--- config.mk ---
export PLATFORM = sky130hd
export DESIGN_NAME = clk_period_meter
export DESIGN_NICKNAME = d
export VERILOG_FILES = /design/src/rtl/clk_period_meter.sv
export SDC_FILE = /design/constraint.sdc
export NUM_CORES = 1
export LEC_CHECK = 0
export BUFFER_PORTS_ARGS = -buffer_cell sky130_fd_sc_hd__buf_2
export CORE_ASPECT_RATIO = 0.9
export CORE_MARGIN = 2
export CORE_UTILIZATION = 60
export CTS_BUF_LIST = sky130_fd_sc_hd__clkbuf_16
export DETAILED_ROUTE_END_ITERATION = 16
export GPL_TIMING_DRIVEN = 0
export HOLD_SLACK_MARGIN = 0.1
export PLACE_DENSITY = 0.84
export SLEW_MARGIN = 20
export SYNTH_ARGS = -nofsm -noshare
export SYNTH_HDL_FRONTEND = slang
export SYNTH_SLANG_ARGS = --single-unit
--- constraint.sdc ---
create_clock -name clk_in -period 5.7 [get_ports clk_in]
set_input_delay 1.14 -clock clk_in [delete_from_list [all_inputs] [get_ports clk_in]]
set_output_delay 1.14 -clock clk_in [all_outputs]
set_load 0.05 [all_outputs]
--- src/rtl/clk_period_meter.sv ---
// Period / high-time meter for a slow periodic signal, counted in clk_in cycles.
// Optional 4-sample period averaging when PERIOD_AVG_EN is defined.
module clk_period_meter #(
    parameter int unsigned CNT_W   = 16,
    parameter int unsigned TIMEOUT = 50000
) (
    input  logic             clk_in,
    input  logic             rst_n,
    input  logic             enable,
    input  logic             sig_in,
    output logic [CNT_W-1:0] period,
    output logic [CNT_W-1:0] high_time,
    output logic             valid,
    output logic             timeout
);

    localparam logic [CNT_W-1:0] TIMEOUT_CNT = CNT_W'(TIMEOUT);
    localparam logic [CNT_W-1:0] CNT_ONE     = CNT_W'(1);

    typedef enum logic [1:0] {
        ST_IDLE = 2'd0,
        ST_ARM  = 2'd1,
        ST_MEAS = 2'd2
    } state_e;

    state_e           state_q, state_d;
    logic             sync1_q, sync2_q, edge_q;
    logic [CNT_W-1:0] cnt_q, cnt_d;
    logic [CNT_W-1:0] hi_cnt_q, hi_cnt_d;
    logic             hi_seen_q, hi_seen_d;
    logic [CNT_W-1:0] period_q, period_d;
    logic [CNT_W-1:0] high_time_q, high_time_d;
    logic             valid_q, valid_d;
    logic             timeout_q, timeout_d;

    logic             rise_c;
    logic             fall_c;
    logic [CNT_W-1:0] cnt_inc_c;
    logic [CNT_W-1:0] hi_val_c;

`ifdef PERIOD_AVG_EN
    localparam int unsigned SUM_W = CNT_W + 2;

    logic [3:0][CNT_W-1:0] hist_q, hist_d;
    logic [SUM_W-1:0]      sum_q, sum_d;
    logic [2:0]            nmeas_q, nmeas_d;
    logic [SUM_W-1:0]      sum_new_c;
`endif

    // Two-flop synchroniser followed by the edge-detect register.
    always_ff @(posedge clk_in or negedge rst_n) begin
        if (!rst_n) begin
            sync1_q <= 1'b0;
            sync2_q <= 1'b0;
            edge_q  <= 1'b0;
        end else begin
            sync1_q <= sig_in;
            sync2_q <= sync1_q;
            edge_q  <= sync2_q;
        end
    end

    assign rise_c    = sync2_q & ~edge_q;
    assign fall_c    = ~sync2_q & edge_q;
    assign cnt_inc_c = cnt_q + CNT_ONE;
    assign hi_val_c  = hi_seen_q ? hi_cnt_q : '0;

`ifdef PERIOD_AVG_EN
    // Running sum of the last four raw periods; the oldest drops out as a new one enters.
    assign sum_new_c = sum_q - SUM_W'(hist_q[3]) + SUM_W'(cnt_inc_c);
`endif

    // State and measurement registers.
    always_ff @(posedge clk_in or negedge rst_n) begin
        if (!rst_n) begin
            state_q     <= ST_IDLE;
            cnt_q       <= '0;
            hi_cnt_q    <= '0;
            hi_seen_q   <= 1'b0;
            period_q    <= '0;
            high_time_q <= '0;
            valid_q     <= 1'b0;
            timeout_q   <= 1'b0;
`ifdef PERIOD_AVG_EN
            hist_q      <= '0;
            sum_q       <= '0;
            nmeas_q     <= '0;
`endif
        end else begin
            state_q     <= state_d;
            cnt_q       <= cnt_d;
            hi_cnt_q    <= hi_cnt_d;
            hi_seen_q   <= hi_seen_d;
            period_q    <= period_d;
            high_time_q <= high_time_d;
            valid_q     <= valid_d;
            timeout_q   <= timeout_d;
`ifdef PERIOD_AVG_EN
            hist_q      <= hist_d;
            sum_q       <= sum_d;
            nmeas_q     <= nmeas_d;
`endif
        end
    end

    // Next-state and measurement logic.
    always_comb begin
        state_d     = state_q;
        cnt_d       = cnt_q;
        hi_cnt_d    = hi_cnt_q;
        hi_seen_d   = hi_seen_q;
        period_d    = period_q;
        high_time_d = high_time_q;
        valid_d     = 1'b0;
        timeout_d   = timeout_q;
`ifdef PERIOD_AVG_EN
        hist_d      = hist_q;
        sum_d       = sum_q;
        nmeas_d     = nmeas_q;
`endif

        if (!enable) begin
            state_d   = ST_IDLE;
            cnt_d     = '0;
            hi_cnt_d  = '0;
            hi_seen_d = 1'b0;
`ifdef PERIOD_AVG_EN
            hist_d    = '0;
            sum_d     = '0;
            nmeas_d   = '0;
`endif
        end else begin
            unique case (state_q)
                ST_IDLE: begin
                    state_d = ST_ARM;
                end

                ST_ARM: begin
                    if (rise_c) begin
                        state_d   = ST_MEAS;
                        cnt_d     = '0;
                        hi_cnt_d  = '0;
                        hi_seen_d = 1'b0;
                    end
                end

                ST_MEAS: begin
                    cnt_d = cnt_inc_c;
                    if (fall_c && !hi_seen_q) begin
                        hi_cnt_d  = cnt_inc_c;
                        hi_seen_d = 1'b1;
                    end
                    // A rise takes priority over a coincident timeout.
                    if (rise_c) begin
                        cnt_d     = '0;
                        hi_cnt_d  = '0;
                        hi_seen_d = 1'b0;
`ifdef PERIOD_AVG_EN
                        hist_d = {hist_q[2:0], cnt_inc_c};
                        sum_d  = sum_new_c;
                        if (nmeas_q < 3'd4) begin
                            nmeas_d = nmeas_q + 3'd1;
                        end
                        if (nmeas_q >= 3'd3) begin
                            period_d    = CNT_W'(sum_new_c >> 2);
                            high_time_d = hi_val_c;
                            valid_d     = 1'b1;
                            timeout_d   = 1'b0;
                        end
`else
                        period_d    = cnt_inc_c;
                        high_time_d = hi_val_c;
                        valid_d     = 1'b1;
                        timeout_d   = 1'b0;
`endif
                    end else if (cnt_inc_c == TIMEOUT_CNT) begin
                        state_d   = ST_ARM;
                        timeout_d = 1'b1;
                        cnt_d     = '0;
                        hi_cnt_d  = '0;
                        hi_seen_d = 1'b0;
`ifdef PERIOD_AVG_EN
                        hist_d    = '0;
                        sum_d     = '0;
                        nmeas_d   = '0;
`endif
                    end
                end

                default: begin
                    state_d = ST_IDLE;
                end
            endcase
        end
    end

    assign period    = period_q;
    assign high_time = high_time_q;
    assign valid     = valid_q;
    assign timeout   = timeout_q;

endmodule

==> Flow_metrics.wiki <==
{| class="wikitable"
! Metric !! Value
|-
| Status || complete, no violations
|-
| Total die area || 0.00644 mm2
|-
| Ratio of total power to cell area || between 200 and 300 mW/mm2
|-
| Placement row count || 26
|-
| Fraction of layout instances using a drive strength above 1 || between 15 and 20%
|-
| Vias in the first global route || 2969
|-
| Hold Slack || 354 ps
|-
| Critical register-to-register path startpoint || cnt_q[0]$_DFFE_PN0P_
|-
| Reported net switching power || 0.250 mW
|-
| Async SR Flop Fraction || 100%
|-
| Post-Route WL || 8700 um
|-
| Largest net degree at the start of global routing || 51
|-
| Count of cells resized by post-cts repair || 0
|-
| Capturing point of the worst reg2reg path || hi_cnt_q[1]$_DFFE_PN0P_
|-
| Worst-case vdd ir drop || 0.000223 V
|-
| Time the worst path needs with I/O delays and setup || 2840 ps
|-
| Commonest non-fill, non-tap cell in the layout || sky130_fd_sc_hd__nand2_1
|-
| Per-instance average area after synthesis || 9.22 um2
|-
| Number of pins exceeding their max-slew limit in the final report || 0
|-
| CTS H-Tree Depth || 3
|-
| Initial DRC Count || 245
|-
| Overall global routing resource usage || 28.4%
|-
| Total Neg Setup Slack || 0 ps
|-
| Highest Clock Rate || 352 MHz
|-
| Final setup viols || 0
|-
| Core Footprint || 0.00566 mm2
|-
| Met1 demand-to-capacity share in global routing || 37.8%
|-
| Leak pwr || ~2 nW
|-
| Critical Path End Type || register
|-
| Post-synth EDFFs || 0
|-
| Register-to-Register Setup Slack || approximately 2900 ps
|-
| Combinational family with the most area after synthesis || simple AND/OR/NAND/NOR gates
|-
| Drt drc || 0
|-
| Highest net fanout along the worst path || 10
|-
| Number of buffers added by the clock tree synthesis step || 9
|-
| X dimension of the die || 84.3 um
|-
| Share of cell area taken by muxes after synthesis || 0.646%
|-
| Routed via count divided by cell count || 6.14
|-
| Worst Path Class, Setup || reg -> reg
|-
| RD Place Congestion || around 0.88
|-
| Proportion of power drawn by combinational gates || 3.5%
|-
| GRT overflow || 0
|-
| RSZ-0062 raised after global routing || no
|-
| Wire length of the first global-routing pass || 14400 um
|-
| Number of unique standard cell types used by synthesis || between 50 and 60
|-
| Number of iterations in the first detailed-routing pass || 5
|-
| Post-synthesis adder-cell area fraction || 0.718%
|-
| Worst slew slack as a fraction of its limit || 59.7%
|-
| Highest-count cells in the layout ignoring fill and taps || sky130_fd_sc_hd__nand2_1, sky130_fd_sc_hd__dfrtp_1, sky130_fd_sc_hd__buf_2, sky130_fd_sc_hd__o21ai_0, sky130_fd_sc_hd__nand3_1
|-
| Die outline height || approximately 76 um
|-
| Fraction of met3 tracks used by global routing || 6.28%
|-
| Initial cell density of the core || between 60% and 70%
|-
| Synthesis-stage register bit count || 72
|-
| Most used routing layer in global routing || met2
|-
| Post-CTS Setup Inserts || 0
|-
| Crit start category || register
|-
| Worst path setup slack after routing || 2860 ps
|-
| Post-Synthesis Cell Area || 0.00349 mm2
|-
| Count of port buffers added during placement || 37
|-
| Number of max-capacitance violations reported || 0
|-
| Proportion of synthesized chip area in sequential cells || 51.7%
|-
| End point of the worst hold path || sync2_q$_DFF_PN0_
|-
| Cell count after synthesis || 378
|-
| Max Clock Skew || about 5.3 ps
|-
| Post-synthesis net count || 384
|-
| Diodes inserted || 0
|-
| Average wire per cell in the routed design || 17.3 um
|-
| Synthesized-area fraction occupied by xor and xnor cells || 3.02%
|-
| CTS Root Buffer Type || sky130_fd_sc_hd__clkbuf_16
|-
| Total number of vias || 3082
|-
| Critical Path AT || 3050 ps
|-
| Number of warnings printed during yosys synthesis || 0
|-
| Required time of the critical path || 5910 ps
|-
| Hold Fails Final Rpt || 0
|-
| DPL Wire Length || 5910 um
|-
| Slew @ Worst Pin || between 600 and 700 ps
|-
| Worst hold start || sync1_q$_DFF_PN0_
|-
| Number of antenna violations at the first check in global routing || 0
|-
| Met2 Usage GRT || a little under half
|-
| Predominant post-synthesis flop cell || sky130_fd_sc_hd__dfrtp_1
|-
| Total power consumption of the routed design || 1.11 mW
|-
| Clock latency reported for the late side of the worst-skew pair || 330 ps
|-
| Internal power component || 0.863 mW
|-
| Sw Share || 22.5%
|-
| Post-layout utilization of the core || 72.2%
|-
| Final clock period utilization by the worst path || 49.8%
|-
| Hold-fix buffer count after cts || 0
|-
| Antenna-violating nets left || 0
|-
| Area growth from synthesis to layout || 17.2%
|-
| Number of primary I/O pins || 38
|-
| Sequential share of power || 46.6%
|-
| Worst slack at placement || between 2000 and 3000 ps
|-
| Reg2Reg Depth || 8
|-
| Maximum count of clock buffers along a single path || 2
|-
| Layout net count || 433
|-
| CTS sink cnt || 72
|-
| Fraction of the mapped netlist area in compound gates || between 15 and 20%
|-
| Clock power frac || 49.9%
|-
| HP Class || reg -> reg
|-
| Synth Area in Simple Gates || 23.9%
|-
| CTS tree || built
|-
| Clock Pin Slew Worst Setup and Hold Paths || 60 ps
|-
| Hold Path Stages || 0
|}
-- power groups by stage --
stage | clock, mW | combinational (mW) | sequential (mW)
after floorplan | 0 | 0.0128 | 0.533
after global placement | 0 | 0.0356 | 0.527
after detailed placement | 0 | 0.0389 | 0.528
after CTS | 0.562 | 0.0392 | 0.519
after global routing | 0.579 | 0.0432 | 0.519
final | 0.555 | 0.0392 | 0.519
-- worst max-delay path, stage by stage (launching register included) --
cell and delay [ps]:
sky130_fd_sc_hd__dfrtp_1 590, sky130_fd_sc_hd__ha_1 370, sky130_fd_sc_hd__nand3_1 120, sky130_fd_sc_hd__or3_1 330, sky130_fd_sc_hd__a311oi_2 340, sky130_fd_sc_hd__nand4_1 230
sky130_fd_sc_hd__nor2_1 420, sky130_fd_sc_hd__buf_6 200, sky130_fd_sc_hd__o21ai_0 110
-- per-layer routing --
metal  up-vias  routed length, um
met5         -                  0
met4         0                241
met3        22                686
met2       151               4120
met1      1486               3660
li1       1423                  -
-- worst max path at each step --
| stage | slack, ps | startpoint | cells past startpoint | end |
|---|---|---|---|---|
| floorplan | 3350 | enable | 7 | hi_cnt_q[10]$_DFFE_PN0P_ |
| finish | 2860 | cnt_q[0]$_DFFE_PN0P_ | 8 | hi_cnt_q[1]$_DFFE_PN0P_ |
| global route | 2710 | cnt_q[0]$_DFFE_PN0P_ | 8 | hi_cnt_q[1]$_DFFE_PN0P_ |
| detailed placement | 2760 | enable | 8 | hi_cnt_q[1]$_DFFE_PN0P_ |
| global placement | 2800 | enable | 8 | hi_cnt_q[9]$_DFFE_PN0P_ |
| CTS | 2930 | cnt_q[0]$_DFFE_PN0P_ | 8 | hi_cnt_q[1]$_DFFE_PN0P_ |
-- cell usage after synthesis (3+ instances only) --
library cell	instances	area [um2]
sky130_fd_sc_hd__a21oi_1	9	45.0
sky130_fd_sc_hd__a22oi_1	6	45.0
sky130_fd_sc_hd__a32o_1	6	60.1
sky130_fd_sc_hd__and2_1	4	25.0
sky130_fd_sc_hd__and3_1	4	25.0
sky130_fd_sc_hd__buf_2	5	25.0
sky130_fd_sc_hd__buf_6	3	33.8
sky130_fd_sc_hd__clkbuf_1	15	56.3
sky130_fd_sc_hd__dfrtp_1	72	1800
sky130_fd_sc_hd__inv_1	6	22.5
sky130_fd_sc_hd__nand2_1	89	334
sky130_fd_sc_hd__nand2b_1	3	18.8
sky130_fd_sc_hd__nand3_1	24	120
sky130_fd_sc_hd__nand3b_1	3	22.5
sky130_fd_sc_hd__nand4_1	6	37.5
sky130_fd_sc_hd__nor2_1	19	71.3
sky130_fd_sc_hd__nor3_1	5	25.0
sky130_fd_sc_hd__o21ai_0	37	185
sky130_fd_sc_hd__o22ai_1	3	18.8
sky130_fd_sc_hd__o31ai_1	5	37.5
sky130_fd_sc_hd__xnor2_1	7	61.3
sky130_fd_sc_hd__xor2_1	5	43.8
-- metrics by stage --
| stage | cell area (um2) | instances |
|---|---|---|
| 6_report | 4090 | 502 |
| 3_3_place_gp | 3760 | 485 |
| 4_1_cts | 4090 | 502 |
| 3_5_place_dp | 3790 | 486 |
| 5_1_grt | 4090 | 502 |
| 2_1_floorplan | 3490 | 378 |
-- cells by family (layout without fill, tap and decap cells) --
kind of cell	after synthesis	in the layout
and+or+nand+nor	176	176
AOI/OAI and AO/OA	80	80
DFF	72	72
buffers and inverters	34	88
xor gates and xnor gates	12	12
adders and majority gates	2	2
muxes	2	2
-- sequential cells by signal (all words and copies together), names as in the netlist, 2 cells and up --
signal,cells
cnt_q,16
hi_cnt_q,16
high_time,16
period,16
state_q,2
-- cell type report --
cell class	count	area [um2]
buffer	28	143
clock buffer	9	225
clock inverter	7	72.6
fill	423	1570
inverter	6	22.5
multi-input combinational	272	1520
sequential	72	1800
tap	70	87.6
timing repair buffer	38	215
(Power assumes the default switching activity.)
